<file path="src/rtl/branch_unit_bht.sv">
// branch_unit_bht
//   Owns the architectural PC and resolves RV32I JAL/JALR/Bxx into the next
//   PC and a link address. A direct-mapped table of 2-bit saturating
//   counters predicts taken/not-taken for the current PC and flags
//   mispredicts on resolved conditional branches. Taken targets that break
//   the configured alignment raise a one-cycle trap and leave the PC alone.
//
// Parameters
//   XLEN       PC/operand width (>= 16)
//   RESET_PC   pc_out value after reset (truncated/extended to XLEN)
//   BHT_DEPTH  counter entries, power of 2, 2..256
//   ALIGN      required target alignment in bytes: 4, or 2 (compressed ISA)
//
// Ports
//   clk, rst       rising-edge clock, asynchronous active-high reset
//   enable         one-cycle strobe: execute instr this cycle
//   instr          instruction word (opcode [6:0], funct3 [14:12])
//   op1, op2, op3  rs1 value, rs2 value, sign-extended immediate
//   pc_out         current PC
//   ret_addr       link address (pc+4) of the last executed instruction
//   predict_taken  BHT prediction for pc_out (combinational table read)
//   mispredict     pulse: resolved branch disagreed with the prediction
//   trap           pulse: taken target misaligned
//   trap_addr      offending target, held until the next trap
//   done           pulse, the cycle after every accepted enable
module branch_unit_bht #(
  parameter int unsigned XLEN      = 32,
  parameter logic [31:0] RESET_PC  = 32'h0000_0000,
  parameter int unsigned BHT_DEPTH = 16,
  parameter int unsigned ALIGN     = 4
) (
  input  logic            clk,
  input  logic            rst,
  input  logic            enable,
  input  logic [31:0]     instr,
  input  logic [XLEN-1:0] op1,
  input  logic [XLEN-1:0] op2,
  input  logic [XLEN-1:0] op3,
  output logic [XLEN-1:0] pc_out,
  output logic [XLEN-1:0] ret_addr,
  output logic            predict_taken,
  output logic            mispredict,
  output logic            trap,
  output logic [XLEN-1:0] trap_addr,
  output logic            done
);

  localparam int unsigned IDXW = $clog2(BHT_DEPTH);

  typedef enum logic [6:0] {
    OPC_BRANCH = 7'b1100011,
    OPC_JALR   = 7'b1100111,
    OPC_JAL    = 7'b1101111
  } opcode_e;

  typedef enum logic [2:0] {
    F3_BEQ  = 3'b000,
    F3_BNE  = 3'b001,
    F3_BLT  = 3'b100,
    F3_BGE  = 3'b101,
    F3_BLTU = 3'b110,
    F3_BGEU = 3'b111
  } funct3_e;

  logic [XLEN-1:0] pc_q;
  logic [XLEN-1:0] ret_q;
  logic [XLEN-1:0] trap_addr_q;
  logic            mispredict_q;
  logic            trap_q;
  logic            done_q;
  // Cleared by reset, set by the first clock edge afterwards; keeps an
  // enable that coincides with the reset-release edge from being executed.
  logic            armed_q;
  logic [1:0]      bht [BHT_DEPTH];

  logic [XLEN-1:0] pc_plus4;
  logic [XLEN-1:0] jalr_sum;
  logic [XLEN-1:0] target;
  logic [XLEN-1:0] next_pc;
  logic            taken;
  logic            cond;
  logic            br_valid;
  logic            misaligned;
  logic            accept;
  logic            trap_now;
  logic [IDXW-1:0] idx;
  logic [1:0]      ctr;
  logic [1:0]      ctr_next;
  logic            unused_instr;

  assign unused_instr = ^{instr[31:15], instr[11:7]};

  assign idx      = pc_q[IDXW+1:2];
  assign ctr      = bht[idx];
  assign pc_plus4 = pc_q + XLEN'(4);
  assign jalr_sum = op1 + op3;
  assign accept   = enable & armed_q;

  always_comb begin
    target   = pc_q + op3;
    taken    = 1'b0;
    cond     = 1'b0;
    br_valid = 1'b0;
    case (instr[6:0])
      OPC_JAL: begin
        taken = 1'b1;
      end
      OPC_JALR: begin
        target = {jalr_sum[XLEN-1:1], 1'b0};
        taken  = 1'b1;
      end
      OPC_BRANCH: begin
        br_valid = 1'b1;
        case (instr[14:12])
          F3_BEQ:  cond = (op1 == op2);
          F3_BNE:  cond = (op1 != op2);
          F3_BLT:  cond = ($signed(op1) <  $signed(op2));
          F3_BGE:  cond = ($signed(op1) >= $signed(op2));
          F3_BLTU: cond = (op1 <  op2);
          F3_BGEU: cond = (op1 >= op2);
          default: br_valid = 1'b0;
        endcase
        taken = cond;
      end
      default: ;
    endcase
  end

  always_comb begin
    if (ALIGN == 2) misaligned = target[0];
    else            misaligned = (target[1:0] != 2'b00);
  end

  assign trap_now = accept & taken & misaligned;
  assign next_pc  = taken ? target : pc_plus4;

  always_comb begin
    ctr_next = ctr;
    if (taken) begin
      if (ctr != 2'b11) ctr_next = ctr + 2'd1;
    end else begin
      if (ctr != 2'b00) ctr_next = ctr - 2'd1;
    end
  end

  always_ff @(posedge clk or posedge rst) begin
    if (rst) begin
      pc_q         <= XLEN'(RESET_PC);
      ret_q        <= '0;
      trap_addr_q  <= '0;
      mispredict_q <= 1'b0;
      trap_q       <= 1'b0;
      done_q       <= 1'b0;
      armed_q      <= 1'b0;
      for (int unsigned i = 0; i < BHT_DEPTH; i++) bht[i] <= 2'b01;
    end else begin
      armed_q      <= 1'b1;
      done_q       <= accept;
      trap_q       <= trap_now;
      mispredict_q <= 1'b0;
      if (trap_now) begin
        trap_addr_q <= target;
      end else if (accept) begin
        pc_q         <= next_pc;
        ret_q        <= pc_plus4;
        // Compare against the counter value before this update.
        mispredict_q <= br_valid & (taken != ctr[1]);
        if (br_valid) bht[idx] <= ctr_next;
      end
    end
  end

  assign pc_out        = pc_q;
  assign ret_addr      = ret_q;
  assign predict_taken = ctr[1];
  assign mispredict    = mispredict_q;
  assign trap          = trap_q;
  assign trap_addr     = trap_addr_q;
  assign done          = done_q;

endmodule

</file>
<file path="config.mk">
export PLATFORM = sky130hd
export DESIGN_NAME = branch_unit_bht
export DESIGN_NICKNAME = d
export VERILOG_FILES = /design/src/rtl/branch_unit_bht.sv
export SDC_FILE = /design/constraint.sdc
export NUM_CORES = 1
export LEC_CHECK = 0
export CAP_MARGIN = 20
export CORE_ASPECT_RATIO = 1.75
export CORE_UTILIZATION = 30
export CTS_CLUSTER_SIZE = 10
export DETAILED_ROUTE_END_ITERATION = 7
export SLEW_MARGIN = 20
export SYNTH_ARGS = -nofsm -noshare
export SYNTH_HDL_FRONTEND = slang
export SYNTH_SLANG_ARGS = --single-unit
</file>
<file path="constraint.sdc">
create_clock -name clk -period 15.8 [get_ports clk]
set_clock_uncertainty 0.2 [all_clocks]
set_input_delay 4.74 -clock clk [delete_from_list [all_inputs] [get_ports clk]]
set_output_delay 4.74 -clock clk [all_outputs]
set_load 0.05 [all_outputs]
</file>
==> results of run 1 <==
-- through the flow --
| step | utilization, % | std cells | total power [W] |
|---|---|---|---|
| CTS | 38.79 | 1882 | 0.001575 |
| floorplan | - | 1217 | 0.0009052 |
| finish | 38.80 | 1883 | 0.001566 |
| detailed placement | 37.09 | 1850 | 0.001148 |
| global placement | 37.09 | 1850 | 0.001143 |
| global route | 38.80 | 1883 | 0.001647 |
-- worst reg2reg max path, cell delays in order, from the launching register on --
cell and delay, ps:
dfrtp_1 970, ha_1 400, o211ai_1 130, o21ai_1 310
o2111ai_2 250, a31oi_1 540, o211ai_2 230, a211oi_1 450
o31ai_1 130, a31oi_1 300, xor2_1 420, o21ai_0 140
-- registers in the layout, indices dropped and copies added (netlist names) --
register	count
done	1
pc_out	32
armed_q	1
trap	1
mispredict	1
bht	32
trap_addr	32
ret_addr	32
-- worst min-delay path by stage --
stage                     depth (start not counted)                       end
final                                             2   ret_addr[0]$_DFFE_PP0P_
after global routing                              2   ret_addr[0]$_DFFE_PP0P_
after CTS                                         2   ret_addr[0]$_DFFE_PP0P_
after detailed placement                          2  ret_addr[11]$_DFFE_PP0P_
after global placement                            2   ret_addr[0]$_DFFE_PP0P_
after floorplan                                   1        bht[1]$_DFFE_PP0P_
-- per-layer routing --
layer	vias up	part of all wire, %	global-route usage (%)	routed length (um)
met1	4790	39	21.35	13910
met5	-	0	0	0
li1	4820	-	-	-
met3	85	4.3	3.016	1564
met4	0	5.6	12.35	2011
met2	260	51	35.64	18520
-- power breakdown --
| group | total, W | internal, W | switching, W |
|---|---|---|---|
| logic | 0.000694 | 0.000258 | 0.000436 |
| clock network | 0.000421 | 0.000259 | 0.000162 |
| registers | 0.000451 | 0.000381 | 0.0000704 |
-- layout make-up --
type,instances,area share (%)
timing repair buffer,215,15.32
multi-input combinational,961,50.24
clock inverter,10,1.060
clock buffer,22,3.332
tap,470,4.221
sequential,132,23.85
inverter,72,1.958
antenna,1,0.01796
-- cell families (layout without fill, tap and decap cells) --
logic type | after synthesis | in the layout
buf+inv | 124 | 319
xor+xnor | 80 | 80
fa+ha+maj | 101 | 101
other cells | 1 | 2
flops | 132 | 132
mux | 70 | 70
compound gates | 349 | 349
simple gates | 360 | 360
-- layout by cell type (no fill, tap or decap), types with 19 or more instances in the layout --
| cell | Yosys | final |
|---|---|---|
| a21o_1 | 19 | 19 |
| a21oi_1 | 97 | 97 |
| and3_1 | 19 | 19 |
| clkdlybuf4s50_1 | 0 | 208 |
| dfrtp_1 | 116 | 116 |
| ha_1 | 97 | 97 |
| inv_1 | 72 | 71 |
| mux2_2 | 44 | 44 |
| nand2_1 | 126 | 126 |
| nand3_1 | 33 | 33 |
| nand4_1 | 22 | 22 |
| nor2_1 | 69 | 69 |
| o21ai_0 | 105 | 105 |
| xnor2_1 | 52 | 52 |
| xor2_1 | 28 | 28 |
==> results.md, run 1 <==
| Group | Quantity | This run |
| --- | --- | --- |
| yosys | Leading cell types by count after synthesis | nand2_1 (126), dfrtp_1 (116), o21ai_0 (105) |
| global routing | Number of global-route vias before repair | 10,123 |
| floorplanning | Effective utilization at floorplan | 30.31% |
| yosys | Post-synthesis register bit count | 132 |
| yosys | Most numerous cell in the Yosys netlist | nand2_1 |
| worst setup path | Most common cell type on the critical path | nand3_2 |
| routing | Detailed Route Iter0 Violations | 565 |
| clock network | Hold-fix buffers at CTS | 0 |
| placed design | IO buf count | 208 |
| worst setup path | Category of the worst setup path capture point | flip-flop |
| worst setup path | Highest cell delay on the worst timing path | 650 ps |
| finish | Area growth, synth to finish | 28.00% |
| worst setup path | Internal reg-to-reg setup slack | 11,180 ps |
| yosys | Number of instances in the synthesized netlist | 1,217 |
| yosys | Top-area cell type share of the netlist area | 26.67% |
| routing | Routed wire per std cell | 19.12 um |
| yosys | YS warnings | 0 |
| floorplanning | Number of placement rows | 92 |
| clock network | TritonCTS clock tree | done |
| global routing | Maximum number of pins on one net before global-route repair | 96 |
| placed design | Worst Setup Slack post-DPL | 5537 ps |
| finish | Number of fill cells | 3,666 |
| yosys | Synthesized area per cell | 8.944 um^2 |
| power | Maximum VDD drop | 0.00006956 V |
| worst setup path | Launching element of the worst setup path | op1[31] |
| worst setup path | Maximum net fanout on the critical path | 49 |
| global routing | Total gr overflow | 0 |
| yosys | Share of synthesized cell area in and, or, nand and nor gates | 17.59% |
| timing | Slew of the pin with the lowest slew margin | 1056 ps |
| worst setup path | WS Path Type | in -> reg |
| yosys | Main flop type after synthesis | dfrtp_1 |
| clock network | Clk sink count | 132 |
| worst setup path | Capture instance of the worst register-to-register path | trap_addr[31]$_DFFE_PP0P_ |
| routing | Number of vias per cell after detailed routing | 5.287 |
| timing | Final Cycle Share | 61.38% |
| placed design | GP Congestion | 0.8931 |
| timing | Headroom to the max-slew limit | 29.58% |
| yosys | Largest family of logic cells by synthesized area | compound AO/OA/AOI/OAI gates |
| worst setup path | Category of cells accounting for the largest share of critical-path delay | simple AND/OR/NAND/NOR gates |
| finish | Fin nets | 1,629 |
| floorplanning | Die Width | 146.0 um |
| worst setup path | Worst reg2reg path startpoint | pc_out[2]$_DFFE_PP0P_ |
| yosys | Post-synthesis compound-gate area fraction | 20.38% |
| routing | Total wire length | 36.01 mm |
| floorplanning | Floorplan die height | 254.0 um |
| timing | Shortest period the worst path allows | 9699 ps |
| worst setup path | Crit path launch type | primary input |
| global routing | Number of antenna violations at the first check in global routing | 1 |
| outcome | Status | finished, final reports clean |
| floorplanning | Core Footprint | 35,910 um^2 |
| routing | Number of iterations in the first detailed-routing pass | 5 |
| yosys | Count of distinct cell types in the synthesized netlist | 82 |
| timing | Fin. max-slew vios | 0 |
| timing | Fin. Hold Viols | 0 |
| min path | Path category of the worst min-delay check | reg -> reg |
| timing | Post-route worst hold slack | 280.8 ps |
| timing | Max frequency | 0.1031 GHz |
| yosys | Leading post-synthesis cells by cell area | dfrtp_1 (27%), ha_1 (11%), o21ai_0 (4.8%), mux2_2 (4.6%), a21oi_1 (4.5%) |
| yosys | Synth Cell Area | 10,890 um^2 |
| yosys | Sequential share of the synthesized area | 30.53% |
| yosys | Cell type contributing the most total cell area after synthesis | dfrtp_1 |
| clock network | Insertion delay of the later-clocked pin in the worst-skew pair | 440 ps |
| worst setup path | Last element of the critical path | trap_addr[10]$_DFFE_PP0P_ |
| yosys | Share of flip-flops with an asynchronous set or reset after synthesis | 100.0% |
| worst setup path | Worst R2R Path Depth | 11 |
| worst setup path | Cell breakdown of the critical path | clkdlybuf4s50_1 > ha_1 > nand4_1 > nor4_2 > nand3_1 > and3b_1 > mux2i_1 > nand3_2 > nand2_4 > nand3_2 > inv_1 > buf_4 > mux2_2 |
| yosys | Fraction of synthesized cell area in xor and xnor cells | 6.437% |
| clock network | Num CTS Buffers | 17 |
| yosys | Proportion of synthesized area in mux cells | 8.092% |
| worst setup path | Data arrival at the endpoint of the critical path | 9810 ps |
| clock network | Setup fix buffers added after clock tree synthesis | 0 |
| routing | Routed vias | 9,955 |
| job | Max-cap violations | 0 |
| worst setup path | Number of buffers and inverters on the critical path | 3 |
| timing | Worst path setup slack after routing | 6101 ps |
| finish | Fraction of final layout cells sized beyond drive strength 1 | 10.41% |
| floorplanning | Top Ports | 231 |
| yosys | Adder and majority gate portion of the synthesized area | 11.72% |
| finish | Area taken by multi-input logic gates | 7000 um^2 |
| global routing | First-pass GRT wire length | 56.09 mm |
| yosys | Post-Synthesis Net Count | 1,447 |
| worst setup path | CP max-delay cell | nor4_2 |
| clock network | Root Driver | clkbuf_16 |
| floorplanning | Die Footprint | 37,080 um^2 |
| finish | Sequential cell area | 3323 um^2 |
| clock network | Number of H-tree levels | 4 |
| power | Leakage | 5.916 nW |
| placed design | Area post-placement | 13,320 um^2 |
| routing | Number of nets still failing antenna checks after routing | 0 |
| clock network | Maximum count of clock buffers along a single path | 2 |
| finish | Final standard cell area without fillers | 13,930 um^2 |
| power | Power per cell area | 112.4 nW/um^2 |
| worst setup path | Worst path depth | 13 |
| global routing | Total global routing track utilization | 19.67% |
| min path | Startpoint of the most critical hold path | ret_addr[0]$_DFFE_PP0P_ |
| timing | RSZ-0062 raised after global routing | false |
| worst setup path | Worst EP required | 15,920 ps |
| timing | Number of failing setup endpoints in the final timing report | 0 |
| clock network | Clock edge transition at the registers on the reported setup and hold paths | 60 ps |
| clock network | Quantity of gates resized following cts | 0 |
| routing | Remaining design rule violation count | 0 |
| timing | Setup TNS after final layout | 0 ps |
| yosys | EDFF count, synth | 0 |
| placed design | HPWL Detailed | 28.50 mm |
Note: power is estimated with default switching activity, not from simulation.
==> inputs of run 2 (changes only) <==
==> constraint.sdc (replaced) <==
create_clock -name clk -period 8.75 [get_ports clk]
set_clock_uncertainty 0.2 [all_clocks]
set_input_delay 2.625 -clock clk [delete_from_list [all_inputs] [get_ports clk]]
set_output_delay 2.625 -clock clk [all_outputs]
set_load 0.05 [all_outputs]
==> results.md, run 2 (synthesized netlist as in run 1, its figures left out) <==
| Group | Quantity | This run | Delta |
| --- | --- | --- | --- |
| routing | Number of iterations in the first detailed-routing pass | 5 | unchanged |
| timing | Worst path setup slack after routing | 1889 ps | -4213 ps |
| placed design | IO buf count | 208 | unchanged |
| clock network | Num CTS Buffers | 17 | unchanged |
| finish | Final standard cell area without fillers | 13,940 um^2 | about the same |
| finish | Number of fill cells | 3,651 | -0.41% |
| finish | Leading cell type in the layout, fill and taps excluded | clkdlybuf4s50_1 |  |
| routing | Total wire length | 35.99 mm | about the same |
| finish | Fraction of final layout cells sized beyond drive strength 1 | 10.81% | +0.40 points |
| global routing | Total global routing track utilization | 19.50% | -0.17 points |
| timing | Headroom to the max-slew limit | 37.73% | +8.2 points |
| worst setup path | Maximum net fanout on the critical path | 46 | -6.1% |
| floorplanning | Floorplan die height | 254.0 um | unchanged |
| min path | Path category of the worst min-delay check | reg -> reg |  |
| timing | Fin. max-slew vios | 0 | unchanged |
| clock network | Maximum count of clock buffers along a single path | 2 | unchanged |
| floorplanning | Top Ports | 231 | unchanged |
| timing | Max frequency | 0.1457 GHz |  |
| clock network | Number of H-tree levels | 4 | unchanged |
| power | Leakage | 5.905 nW | -0.19% |
| timing | RSZ-0062 raised after global routing | false |  |
| power | Maximum VDD drop | 0.0001562 V | +120% |
| placed design | GP Congestion | 0.9026 | +1.1% |
| routing | Routed wire per std cell | 19.06 um | -0.33% |
| clock network | Clock edge transition at the registers on the reported setup and hold paths | 70 ps | about the same |
| timing | Post-route worst hold slack | 280.3 ps | -0.5280 ps |
| routing | Number of nets still failing antenna checks after routing | 0 | unchanged |
| worst setup path | Crit path launch type | primary input |  |
| global routing | Number of global-route vias before repair | 10,051 | -0.71% |
| min path | Hold Path Cell Cnt | 2 | unchanged |
| routing | Routed vias | 9,866 | -0.89% |
| clock network | Clk sink count | 132 | unchanged |
| worst setup path | Data arrival at the endpoint of the critical path | 6980 ps | -2830 ps |
| routing | Number of vias per cell after detailed routing | 5.226 | -1.2% |
| global routing | Total gr overflow | 0 | unchanged |
| floorplanning | Die Footprint | 37,080 um^2 | unchanged |
| placed design | Cell count after placement | 1,853 | +0.16% |
| routing | Remaining design rule violation count | 0 | unchanged |
| routing | Detailed Route Iter0 Violations | 510 | -9.7% |
| timing | Setup TNS after final layout | 0 ps | unchanged |
| global routing | First-pass GRT wire length | 55.76 mm | -0.59% |
| timing | Shortest period the worst path allows | 6861 ps |  |
| finish | Top library cells by usage in the layout, fill and taps aside | clkdlybuf4s50_1 (208), nand2_1 (126), dfrtp_1 (116), o21ai_0 (105) |  |
| worst setup path | Worst EP required | 8870 ps | -7050 ps |
| timing | Number of failing setup endpoints in the final timing report | 0 | unchanged |
| timing | Final Cycle Share | 78.41% |  |
| finish | Fin nets | 1,632 | +0.18% |
| clock network | Setup fix buffers added after clock tree synthesis | 0 | unchanged |
| floorplanning | Die Width | 146.0 um | unchanged |
| power | Power per cell area | 198.9 nW/um^2 | +77% |
| placed design | Worst Setup Slack post-DPL | 1250 ps | -4287 ps |
| finish | Area growth, synth to finish | 28.02% | about the same |
| timing | Fin. Hold Viols | 0 | unchanged |
| worst setup path | Category of the worst setup path capture point | flip-flop |  |
| clock network | TritonCTS clock tree | done |  |
| clock network | Root Driver | clkbuf_16 |  |
| clock network | Quantity of gates resized following cts | 0 | unchanged |
| global routing | Maximum number of pins on one net before global-route repair | 64 | -33% |
| floorplanning | Effective utilization at floorplan | 30.31% | unchanged |
| outcome | Status | finished, final reports clean |  |
| job | Max-cap violations | 0 | unchanged |
| timing | Slew of the pin with the lowest slew margin | 934.1 ps | -122.3 ps |
| floorplanning | Number of placement rows | 92 | unchanged |
| clock network | Insertion delay of the later-clocked pin in the worst-skew pair | 430 ps | about the same |
| floorplanning | Core Footprint | 35,910 um^2 | unchanged |
| clock network | Hold-fix buffers at CTS | 0 | unchanged |
| finish | Post-layout instance count excluding filler cells | 1,888 | +0.27% |
| placed design | HPWL Detailed | 28.67 mm | +0.58% |
| global routing | Number of antenna violations at the first check in global routing | 3 | +2 |
| placed design | Area post-placement | 13,350 um^2 | +0.26% |
| worst setup path | WS Path Type | in -> reg |  |
| worst setup path | Worst R2R Path Depth | 11 | unchanged |
[run 2: power by group]
| part | internal (W) | switching, W |
|---|---|---|
| combinational | 0.000467 | 0.000786 |
| clock | 0.000384 | 0.000322 |
| sequential | 0.000687 | 0.000126 |
[run 2: cell type report]
type / instances / area (um^2) / share of cell area, %
clock inverters: 14 / 135.1 / 0.9697
flip-flops and latches: 132 / 3323 / 23.85
repair buffers: 218 / 2170 / 15.57
inverters: 72 / 272.8 / 1.957
diodes: 3 / 7.507 / 0.05387
multi-input cells: 961 / 7000 / 50.23
well taps: 470 / 588.1 / 4.220
clock buffers: 18 / 439.2 / 3.151
[run 2: through the flow]
| stage | utilization [%] | power (W) |
|---|---|---|
| finish | 38.80 | 0.002772 |
| global route | 38.80 | 0.002921 |
| CTS | 38.78 | 0.002791 |
| detailed placement | 37.18 | 0.002073 |
| global placement | 37.18 | 0.002065 |
| floorplan | - | 0.001634 |
[run 2: final timing paths]
path                                          from                        end  slack (ps)
min                        ret_addr[4]$_DFFE_PP0P_    ret_addr[4]$_DFFE_PP0P_         280
max                                        op1[31]  trap_addr[10]$_DFFE_PP0P_        1890
max reg2reg                  pc_out[2]$_DFFE_PP0P_  trap_addr[31]$_DFFE_PP0P_        4150
min reg2reg                ret_addr[4]$_DFFE_PP0P_    ret_addr[4]$_DFFE_PP0P_         280
min in group asynchronous                      rst     pc_out[26]$_DFFE_PP0P_        2500
max in group asynchronous                      rst    ret_addr[7]$_DFFE_PP0P_        4640
[run 2: worst max-delay path, cell delays in order]
cell             delay (ps)
clkdlybuf4s50_1         500
ha_1                    530
nand4_1                 280
nor4_2                  610
nand3_1                 350
and3b_1                 270
mux2i_1                 200
nand3_2                 240
nand2_4                 340
nand3_2                 220
inv_1                   160
buf_12                  240
mux2_2                  360
[run 2: routing by layer]
metal	up-vias	track usage [%]	part of all wire (%)
met5	-	0	0
met3	62	3.806	5.0
met2	254	36.08	52
met1	4720	20.77	38
li1	4830	-	-
met4	0	10.30	4.2
